[src/rtl/speed_tick_gen.sv]
// Game-speed tick generator: one registered Tick pulse per movement step at one of
// LEVELS speeds (each level halves the period), selected manually or ramped automatically.
module speed_tick_gen #(
    parameter int unsigned BASE_DIV   = 25000000,
    parameter int unsigned LEVELS     = 4,
    parameter int unsigned RAMP_TICKS = 16,
    parameter int unsigned CW         = 26,
    parameter int unsigned LW         = 2
) (
    input  logic          Clock,
    input  logic          Reset,
    input  logic          Enable,
    input  logic [LW-1:0] Level,
    input  logic          RampEn,
    output logic          Tick,
    output logic [LW-1:0] CurLevel,
    output logic [15:0]   TickCount
);

    localparam int unsigned   RW        = (RAMP_TICKS > 1) ? $clog2(RAMP_TICKS) : 1;
    localparam int unsigned   TW        = 16;
    localparam logic [LW-1:0] MAX_LVL   = LW'(LEVELS - 1);
    localparam logic [RW-1:0] RAMP_LAST = RW'(RAMP_TICKS - 1);
    localparam logic [31:0]   BASE      = 32'(BASE_DIV);

    logic [CW-1:0] count_q,      count_d;
    logic [RW-1:0] ramp_cnt_q,   ramp_cnt_d;
    logic          tick_q,       tick_d;
    logic [LW-1:0] level_q,      level_d;
    logic [TW-1:0] tick_count_q, tick_count_d;

    logic [CW-1:0] last_c;
    logic [LW-1:0] target_c;

    // Terminal count of the current period and the clamped manual level request
    assign last_c   = CW'((BASE >> level_q) - 32'd1);
    assign target_c = (Level > MAX_LVL) ? MAX_LVL : Level;

    always_comb begin
        count_d      = count_q;
        ramp_cnt_d   = ramp_cnt_q;
        tick_d       = 1'b0;
        level_d      = level_q;
        tick_count_d = tick_count_q;

        if (Enable) begin
            if (!RampEn && (target_c != level_q)) begin
                // Level switch restarts the period; a tick due on this edge is dropped
                level_d    = target_c;
                count_d    = '0;
                ramp_cnt_d = '0;
            end else if (count_q == last_c) begin
                count_d      = '0;
                tick_d       = 1'b1;
                tick_count_d = tick_count_q + TW'(1);
                if (RampEn) begin
                    if (ramp_cnt_q == RAMP_LAST) begin
                        ramp_cnt_d = '0;
                        if (level_q < MAX_LVL) begin
                            level_d = level_q + LW'(1);
                        end
                    end else begin
                        ramp_cnt_d = ramp_cnt_q + RW'(1);
                    end
                end
            end else begin
                count_d = count_q + CW'(1);
            end
        end
    end

    always_ff @(posedge Clock or posedge Reset) begin
        if (Reset) begin
            count_q      <= '0;
            ramp_cnt_q   <= '0;
            tick_q       <= 1'b0;
            level_q      <= '0;
            tick_count_q <= '0;
        end else begin
            count_q      <= count_d;
            ramp_cnt_q   <= ramp_cnt_d;
            tick_q       <= tick_d;
            level_q      <= level_d;
            tick_count_q <= tick_count_d;
        end
    end

    assign Tick      = tick_q;
    assign CurLevel  = level_q;
    assign TickCount = tick_count_q;

endmodule

[config.mk]
export PLATFORM = sky130hd
export DESIGN_NAME = speed_tick_gen
export DESIGN_NICKNAME = d
export VERILOG_FILES = /design/src/rtl/speed_tick_gen.sv
export SDC_FILE = /design/constraint.sdc
export NUM_CORES = 1
export LEC_CHECK = 0
export BUFFER_PORTS_ARGS = -buffer_cell sky130_fd_sc_hd__buf_4
export CAP_MARGIN = 20
export CORE_MARGIN = 1
export CORE_UTILIZATION = 60
export CTS_CLUSTER_SIZE = 10
export DETAILED_ROUTE_END_ITERATION = 10
export GPL_TIMING_DRIVEN = 0
export HOLD_SLACK_MARGIN = 0.05
export PLACE_DENSITY = 0.8
export SLEW_MARGIN = 20
export SYNTH_ARGS = -nofsm -noshare
export SYNTH_HDL_FRONTEND = slang
export SYNTH_SLANG_ARGS = --single-unit
[constraint.sdc]
create_clock -name Clock -period 3.6 [get_ports Clock]
set_input_delay 0.54 -clock Clock [delete_from_list [all_inputs] [get_ports Clock]]
set_output_delay 0.54 -clock Clock [all_outputs]
set_load 0.01 [all_outputs]
==> qor.csv <==
metric;value;unit
outcome;completed;
clk_path_buf_depth;2;
syn_area;3010;sq um
critPathMaxFanout;10;
timing.rr.end;count_q[4]$_DFFE_PP0P_;
r2r_slack;0.33;ns
place_congestion;0.960;
final-hold-violation-count;0;
drt_wl_total;7430;um
synthFlopType;dfrtp_1;
clk_pin_slew;0.09;ns
rows;25;
grt_pass1_vias;2521;
grt.total_usage;0.306;
wl_per_cell;17.8;um
hold_class;primary input to asynchronous set/reset pin;
synth_top_family_by_area;simple AND/OR/NAND/NOR gates;
ys_seq_elements;49;
async_reset_ff_frac;1.00;
synth-edff-count;0;
postCtsSetupRepairBufs;0;
crit_slowest_cell;dfrtp_1;
critPathCaptureType;flip-flop;
io_pins;25;
synth_cell_types;51;
drc;0;
power_density;401;nW/um^2
critical-path-max-stage-delay;0.56;ns
clkLatencyLatePin;0.30;ns
core_area;4790;sq um
synth_simple_gate_area_frac;0.251;
fin_crit;3.27;ns
antenna_cells;0;
syn_nets;334;
cts_tree;built;
synth_compound_area_frac;0.149;
synth.area.mux_share;0.0270;
num_vias;2674;
fmax;0.306;GHz
path_cells;ha_1 -> inv_1 -> ha_1 -> xnor2_1 -> nor4_1 -> nand4_1 -> nor3_1 -> buf_2 -> o31ai_1 -> a22o_1;
rr_worst_depth;10;
grt_pass1_wl;12300;um
nNetsFinal;366;
cts_resized;0;
area_growth;13.9;%
drt_iter0_markers;200;
synth_area_per_cell;9.51;sq um
start_kind;flip-flop;
setup-violations-final;0;
avgViaCountPerCell;6.41;
tightest_slew;0.725;ns
initial_core_util;0.630;
final_max_slew_viol_count;0;
grt_remaining_overflow;0;
cp_common_cell;ha_1;
die_y;72.9;um
syn_inst;317;
cts_hold_buf;0;
cts_inserted_buffers;5;
fin_tns_setup;0;ns
drtAntennaViolNets;0;
rsz0062_at_grt;false;
clkSinkCount;49;
drive_gt1_frac;0.131;
skew;0.00992;ns
drtPass1Iterations;5;
antenna_found_initial;0;
pre_cts_ws;0.329;ns
setup_slack;0.329;ns
grt_max_degree;28;
synth_xor_area_frac;0.0814;
htree_levels;2;
maxSlewHeadroom;0.512;
rr_startpoint;CurLevel[1]$_DFFE_PP0P_;
p_leak;1.51;nW
period_share;0.909;
worstPathRequired;3.79;ns
ir_drop;301;uV
yosys_warnings;0;
synth_fa_ha_area_frac;0.0457;
port-buffer-count;24;
root_buffer;clkbuf_8;
die_w;72.9;um
dp_hpwl;5260;um
crit_arrival;3.46;ns
path_class;flip-flop to flip-flop;
cap_viol_max_count;0;
fp.dieArea;5310;sq um
ys_seq_area_frac;0.407;
==> Yosys cell counts, types with 2 or more instances <==
cell       instances  area (sq um)
a21oi_1            7          35.0
a22o_1             9          78.8
a2bb2oi_1          2          17.5
a31oi_1           10          62.6
and3_1             9          56.3
and4_1             6          52.6
buf_2              4          20.0
clkbuf_1           8          30.0
dfrtp_1           49          1230
ha_1              11           138
inv_1             14          52.6
mux2i_1            7          70.1
nand2_1           20          75.1
nand2b_1           5          31.3
nand3_1           26           130
nand3b_1           2          15.0
nand4_1           18           113
nor2_1            17          63.8
nor2b_1            2          12.5
nor3_1             4          20.0
nor4_1             7          43.8
o211ai_1           2          15.0
o21ai_0            7          35.0
o221ai_1           2          17.5
o2bb2ai_1          5          43.8
o311ai_0           2          17.5
o31a_1             2          17.5
o31ai_1            7          52.6
or3_1              3          18.8
or3b_2             2          17.5
or4_1              2          15.0
xnor2_1           18           158
xor2_1            10          87.6
==> cell families after synthesis <==
kind of cell,Yosys count
mux,8
flops,49
fa+ha+maj,11
simple gates,131
xor+xnor,28
buf+inv,28
compound gates,62
==> how the worst max path moves through the flow <==
| stage | start | end | slack [ns] | cells after the start |
|---|---|---|---|---|
| global placement | CurLevel[1]$_DFFE_PP0P_ | TickCount[4]$_DFFE_PP0P_ | 0.38 | 10 |
| detailed placement | CurLevel[1]$_DFFE_PP0P_ | TickCount[8]$_DFFE_PP0P_ | 0.33 | 10 |
| floorplan | CurLevel[0]$_DFFE_PP0P_ | TickCount[13]$_DFFE_PP0P_ | 0.76 | 10 |
| global route | CurLevel[0]$_DFFE_PP0P_ | TickCount[4]$_DFFE_PP0P_ | 0.009 | 11 |
| CTS | CurLevel[1]$_DFFE_PP0P_ | TickCount[8]$_DFFE_PP0P_ | 0.31 | 10 |
| finish | CurLevel[1]$_DFFE_PP0P_ | count_q[4]$_DFFE_PP0P_ | 0.33 | 10 |
==> area by class of cell <==
class	instances	area (sq um)
clock buffer	5	68.8
buffer	13	61.3
fill	367	1350
sequential	49	1230
inverter	15	56.3
clock inverter	3	65.1
multi-input combinational	240	1670
tap	67	83.8
timing repair buffer	25	200
==> power by group <==
part	internal, W	switching (W)
Combinational	0.000126	0.000180
Clock	0.000276	0.000184
Sequential	0.000572	0.0000386
Total	0.000974	0.000403
==> flip-flops by register name, summed over array words and instances, names as in the netlist <==
signal and cells:
count_q 26, Tick 1, CurLevel 2, ramp_cnt_q 4
TickCount 16
==> cell usage in the layout (no fill, tap or decap), types with 10 or more instances in the layout <==
| master | count |
|---|---|
| nand3_1 | 26 |
| xor2_1 | 10 |
| nor2_1 | 17 |
| nand4_1 | 18 |
| a31oi_1 | 10 |
| nand2_1 | 20 |
| dfrtp_1 | 49 |
| ha_1 | 11 |
| buf_4 | 24 |
| inv_1 | 13 |
| xnor2_1 | 18 |
==> stage by stage <==
step,util,power (W),hold slack (ns),std cells,area (sq um)
after floorplan,-,0.000833,0.483,317,3010
after global placement,0.685,0.000909,0.473,408,3280
after CTS,0.717,0.00138,0.280,417,3430
final,0.717,0.00138,0.263,417,3430
after detailed placement,0.689,0.000922,0.478,409,3300
after global routing,0.717,0.00145,0.293,417,3430
==> worst max-delay path, delay by kind of cell, from the launching register on <==
family	cells	cell delay, ns
AO/OA/AOI/OAI	2	0.35
XOR/XNOR	1	0.13
adder cells (fa/ha/maj)	2	0.65
buffers and inverters	2	0.41
flip-flops	1	0.56
AND/OR/NAND/NOR	3	1.04
==> layer usage <==
| metal | vias up | track usage | routed length [um] |
|---|---|---|---|
| li1 | 1255 | - | - |
| met5 | - | 0 | 0 |
| met4 | 0 | 0.105 | 111 |
| met3 | 14 | 0.0414 | 549 |
| met1 | 1287 | 0.444 | 3320 |
| met2 | 118 | 0.475 | 3440 |
Power figures use the tool's default switching activity.
